### src/rtl/sprdma.sv
// ---------------------------------------------------------------------------
// sprdma - sprite (OAM) DMA engine
//
// Purpose:
//   A CPU write to TRIGGER_ADDR starts a transfer that copies one CPU page
//   {page,8'h00}..{page,XFER_LEN-1} to the PPU OAM data port (DST_ADDR).
//   Each byte is moved in two bus cycles: READ puts the source address on
//   the bus, and WRITE forwards the returned read data to DST_ADDR. While
//   o_active is high, this block owns the memory bus and the CPU is halted.
//
// Handshake:
//   There is no valid/ready pair. A trigger is a single-cycle qualifier:
//   i_cpu_wr=1 with i_cpu_addr==TRIGGER_ADDR at a rising edge while IDLE.
//   The downstream side never back-pressures. i_mem_rd_data is valid one
//   cycle after its address was driven, so it is consumed in the WRITE cycle
//   that follows each READ.
//
// Ports:
//   i_clk          system clock
//   i_rst          synchronous, active-high reset
//   i_cpu_addr     snooped CPU address
//   i_cpu_wr       CPU write strobe
//   i_cpu_din      CPU write data (page number on trigger)
//   i_mem_rd_data  memory read data (1-cycle synchronous latency)
//   o_mem_addr     bus address while active (0 when idle)
//   o_mem_wr       bus write enable (WRITE state only)
//   o_mem_wr_data  bus write data (0 outside WRITE)
//   o_active       1 = DMA owns the bus
//   o_dbg_state    current FSM state (0 IDLE, 1 START, 2 READ, 3 WRITE)
// ---------------------------------------------------------------------------
module sprdma #(
   parameter logic [15:0] TRIGGER_ADDR = 16'h4014,
   parameter logic [15:0] DST_ADDR     = 16'h2004,
   parameter int          XFER_LEN     = 256
) (
   input  logic        i_clk,
   input  logic        i_rst,
   input  logic [15:0] i_cpu_addr,
   input  logic        i_cpu_wr,
   input  logic [7:0]  i_cpu_din,
   input  logic [7:0]  i_mem_rd_data,
   output logic [15:0] o_mem_addr,
   output logic        o_mem_wr,
   output logic [7:0]  o_mem_wr_data,
   output logic        o_active,
   output logic [1:0]  o_dbg_state
);

   typedef enum logic [1:0] {
      S_IDLE  = 2'd0,
      S_START = 2'd1,
      S_READ  = 2'd2,
      S_WRITE = 2'd3
   } state_t;

   localparam logic [7:0] LAST_IDX = 8'(XFER_LEN - 1);

   state_t     r_state;
   state_t     w_next_state;
   logic [7:0] r_page;
   logic [7:0] r_idx;
   logic       w_trigger;
   logic       w_last;

   assign w_trigger = i_cpu_wr && (i_cpu_addr == TRIGGER_ADDR);
   assign w_last    = (r_idx == LAST_IDX);

   // State register
   always_ff @(posedge i_clk) begin
      if (i_rst) begin
         r_state <= S_IDLE;
      end else begin
         r_state <= w_next_state;
      end
   end

   // Page / byte index. The page is captured only on an accepted trigger,
   // so a retrigger mid-transfer cannot change the source page.
   always_ff @(posedge i_clk) begin
      if (i_rst) begin
         r_page <= 8'd0;
         r_idx  <= 8'd0;
      end else if (r_state == S_IDLE && w_trigger) begin
         r_page <= i_cpu_din;
         r_idx  <= 8'd0;
      end else if (r_state == S_WRITE && !w_last) begin
         r_idx  <= r_idx + 8'd1;
      end
   end

   // Next-state logic
   always_comb begin
      w_next_state = r_state;
      case (r_state)
         S_IDLE:  if (w_trigger) w_next_state = S_START;
         S_START: w_next_state = S_READ;
         S_READ:  w_next_state = S_WRITE;
         S_WRITE: w_next_state = w_last ? S_IDLE : S_READ;
         default: w_next_state = S_IDLE;
      endcase
   end

   // Output logic (purely a function of state, plus the read-data forward)
   always_comb begin
      o_active      = 1'b0;
      o_mem_wr      = 1'b0;
      o_mem_addr    = 16'h0000;
      o_mem_wr_data = 8'h00;
      case (r_state)
         S_START: begin
            o_active = 1'b1;
         end
         S_READ: begin
            o_active   = 1'b1;
            o_mem_addr = {r_page, r_idx};
         end
         S_WRITE: begin
            o_active      = 1'b1;
            o_mem_wr      = 1'b1;
            o_mem_addr    = DST_ADDR;
            o_mem_wr_data = i_mem_rd_data;
         end
         default: ;
      endcase
   end

   assign o_dbg_state = r_state;

endmodule

### config.mk
export PLATFORM = sky130hd
export DESIGN_NAME = sprdma
export DESIGN_NICKNAME = d
export VERILOG_FILES = /design/src/rtl/sprdma.sv
export SDC_FILE = /design/constraint.sdc
export NUM_CORES = 1
export LEC_CHECK = 0
export ABC_CLOCK_PERIOD_IN_PS = 2100
export BUFFER_PORTS_ARGS = -buffer_cell sky130_fd_sc_hd__buf_2
export CORE_MARGIN = 1
export CORE_UTILIZATION = 44
export CTS_BUF_LIST = sky130_fd_sc_hd__clkbuf_8
export CTS_CLUSTER_SIZE = 10
export DETAILED_ROUTE_END_ITERATION = 12
export GPL_TIMING_DRIVEN = 0
export PLACE_DENSITY = 0.91
export SLEW_MARGIN = 10
export SYNTH_ARGS = -nofsm -noshare
export SYNTH_HDL_FRONTEND = slang
export SYNTH_SLANG_ARGS = --single-unit
### constraint.sdc
create_clock -name i_clk -period 2.1 [get_ports i_clk]
set_input_delay 0.105 -clock i_clk [delete_from_list [all_inputs] [get_ports i_clk]]
set_output_delay 0.105 -clock i_clk [all_outputs]
set_load 0.005 [all_outputs]
==> results.md <==
- CTS tree: yes
- Primary FF master, synth: dfxtp_1
- Max-slew violations: 0
- Initial antenna violation count: 0
- Hold Fails Final Rpt: 0
- Reg2reg end: r_idx[7]$_SDFFE_PP0P_
- Largest net degree at the start of global routing: 11
- Nets: 228
- Fill cell count: 198
- Vias/cell: 5.571
- Gr ovfl total: 0
- Hold_buf cts: 0
- Later-pin clock latency in the skew report: 0.25 ns
- # H-tree levels: 1
- Cells after synthesis: 126
- Slew margin rel.: 58.48%
- First-pass GRT wire length: 4719 µm
- Cts repair resizes: 0
- Hold Crit Endpoint: r_idx[7]$_SDFFE_PP0P_
- Post-CTS Setup Inserts: 0
- Number of port buffers: 61
- Slowest cell on crit path: a2111oi_0
- DRT Wirelength: 3029 µm
- R2R Path Start: r_idx[0]$_SDFFE_PP0P_
- Fin crit share: 85.31%
- Hold_sp: i_rst
- P per Cell Area: 463.0 nW/µm²
- Least-Margin Pin Slew: 0.6072 ns
- Crit Path Category: reg -> reg
- Data arrival, critical path: 1.94 ns
- Critical Path Start: r_idx[0]$_SDFFE_PP0P_
- Area leader, netlist: dfxtp_1
- Cell Area, Synth: 1051 µm²
- Setup TNS: 0 ns
- I/O pin count: 63
- Synthesis warning total: 0
- DRC Markers: 0
- Worst reg-to-reg path cell count: 5
- MaxCap Viol Count: 0
- DIE AREA: 2588 µm²
- Clk_skew: 0.001932 ns
- Core area: 2233 µm²
- Hpwl dp: 2255 µm
- Top-area cell type share of the netlist area: 34.29%
- DR iter-0 viols: 26
- P_sw: 134.9 µW
- Root buffer cell: clkbuf_8
- EDFF count, synth: 0
- WP data required: 2.25 ns
- Critical Path Fanout Max: 4
- Distinct cells, synth: 36
- Clock Tree Buf Depth: 2
- Reg-to-reg slack, setup: 0.31 ns
- Vias in the first global route: 1103
- Minimum clock period: 1.792 ns
- Status: finished, final reports clean
- RD Place Congestion: 0.7529
- Worst setup EP type: flip-flop
- Initial Util: 47.06%
- Clock Power Share: 42.5%
- Unrepaired setup endpoints after global routing: false
- DRT Pass-1 Iters: 4
- Remaining antenna violation count after routing: 0
- Synthesized area per cell: 8.341 µm²
- Worst-path clk slew: 0.07 ns
- Fin cells: 219
- Synth-to-Final Area Change: 37.62%
- Diodes inserted: 0
- Register share of total power: 50.9%
- Final Util: 64.76%
- Fraction of registers with async set/reset: 0%
- Final worst setup slack: 0.3084 ns
- Clock sink count: 18
- GRT Total Usage: 24.21%
- Commonest cells post-synth: 18 x dfxtp_1, 14 x and2_1, 11 x and3_1, 11 x nand4_1, 9 x a21oi_1
- Leakage: 0.7108 nW
- Startpoint types: flip-flop
- Switching part of the total: 20.15%
- Max incr delay on CP: 0.61 ns
- Comb pwr share: 6.5%
- Final Setup Violations: 0
- Wire length per cell: 13.83 µm
- Fmax achieved: 0.5582 GHz
- Total number of vias: 1220
- Dpl ws: 0.2523 ns
- CTS Buf Count: 3
- Syn nets: 162
- Internal: 534.7 µW
- Dominant cells by area after synthesis: dfxtp_1 34%, and2_1 8.3%, and3_1 6.5%
- Placed cell count: 215
- Ratio of cells with drive above 1 in the final layout: 38.74%
- Count leader, synth: dfxtp_1
- Row cnt: 17
- Critical path cell sequence: ha_1 -> and3_1 -> a2111oi_0 -> xnor2_1 -> nor3_1
- Die Ht: 50.88 µm
- WHS Path Cells: 2
- Synth Register Bits: 18
- Max VDD drop: 0.0003381 V
- Register Area: 360.3 µm²
- Worst hold path type: in -> reg
- Proportion of synthesized chip area in sequential cells: 34.29%
- Die Width: 50.88 µm
- Multi-input logic area: 615.6 µm²
## metal layers
layer,up-vias,GRT usage (%),share of wire (%)
met5,-,0,0
met4,0,7.870,0.83
met3,4,5.060,6.4
met2,55,46.44,51
met1,563,26.01,42
li1,598,-,-
## flip-flops by register name (all words and copies together) (netlist names)
signal	cells
r_page	8
o_dbg_state	2
r_idx	8
## worst max path at each step
| stage | endpoint | slack, ns |
|---|---|---|
| after floorplan | r_page[1]$_SDFFE_PP0P_ | 0.55 |
| after global placement | r_idx[5]$_SDFFE_PP0P_ | 0.30 |
| after detailed placement | r_idx[5]$_SDFFE_PP0P_ | 0.25 |
| after CTS | r_idx[7]$_SDFFE_PP0P_ | 0.32 |
| after global routing | r_idx[7]$_SDFFE_PP0P_ | 0.19 |
| final | r_idx[7]$_SDFFE_PP0P_ | 0.31 |
## stage by stage
step / total power, mW / cell area [µm²] / hold WS, ns
floorplan: 0.3603 / 1051 / 0.2593
global placement: 0.3903 / 1391 / 0.3510
detailed placement: 0.3925 / 1391 / 0.3554
CTS: 0.6697 / 1446 / 0.08479
global route: 0.6904 / 1446 / 0.08989
finish: 0.6697 / 1446 / 0.08859
## worst max-delay path, delay by kind of cell, from the launching register on
kind            cells  cell delay, ns
compound gates      1            0.61
xor+xnor            1            0.20
fa+ha+maj           1            0.24
flops               1            0.34
simple gates        2            0.30
## power groups by stage
stage | Clock [mW] | Combinational [mW] | Sequential [mW]
after floorplan | 0 | 0.0113 | 0.349
after global placement | 0 | 0.0413 | 0.349
after detailed placement | 0 | 0.0435 | 0.349
after CTS | 0.285 | 0.0437 | 0.341
after global routing | 0.302 | 0.0474 | 0.341
final | 0.285 | 0.0438 | 0.341
## cells by family (layout without fill, tap and decap cells)
| logic type | after synthesis | in the layout | share of synthesized area, % |
|---|---|---|---|
| and+or+nand+nor | 63 | 63 | 37.14 |
| AOI/OAI and AO/OA | 27 | 27 | 15.12 |
| adders and majority gates | 1 | 1 | 1.190 |
| buffers and inverters | 11 | 76 | 7.143 |
| DFF | 18 | 18 | 34.29 |
| muxes | 1 | 1 | 0.9524 |
| xor gates and xnor gates | 5 | 5 | 4.167 |
## cell type report
class | instances | area share [%]
Buffer | 9 | 4.671
Timing Repair Buffer | 61 | 21.11
Inverter | 2 | 0.5190
Multi-Input combinational cell | 97 | 42.56
Clock buffer | 4 | 3.806
Tap cell | 28 | 2.422
Sequential cell | 18 | 24.91
## cells in the final DEF (no fill, tap or decap), types with 2 or more instances in the layout
cell type | synthesis | routed
o21ai_0 | 2 | 2
o21ai_1 | 7 | 7
a211oi_1 | 3 | 3
o21a_1 | 2 | 2
and3_1 | 11 | 11
clkbuf_8 | 2 | 6
nand3_1 | 3 | 3
a21oi_1 | 9 | 9
and2_1 | 14 | 14
buf_2 | 1 | 62
buf_4 | 2 | 2
nand2_1 | 3 | 3
xor2_1 | 2 | 2
nand4_1 | 11 | 11
clkbuf_1 | 3 | 3
nor3_1 | 8 | 8
nor2_1 | 3 | 3
xnor2_1 | 3 | 3
inv_1 | 2 | 2
nor4bb_1 | 2 | 2
dfxtp_1 | 18 | 18
No activity file was read; power rests on OpenSTA's default activity.
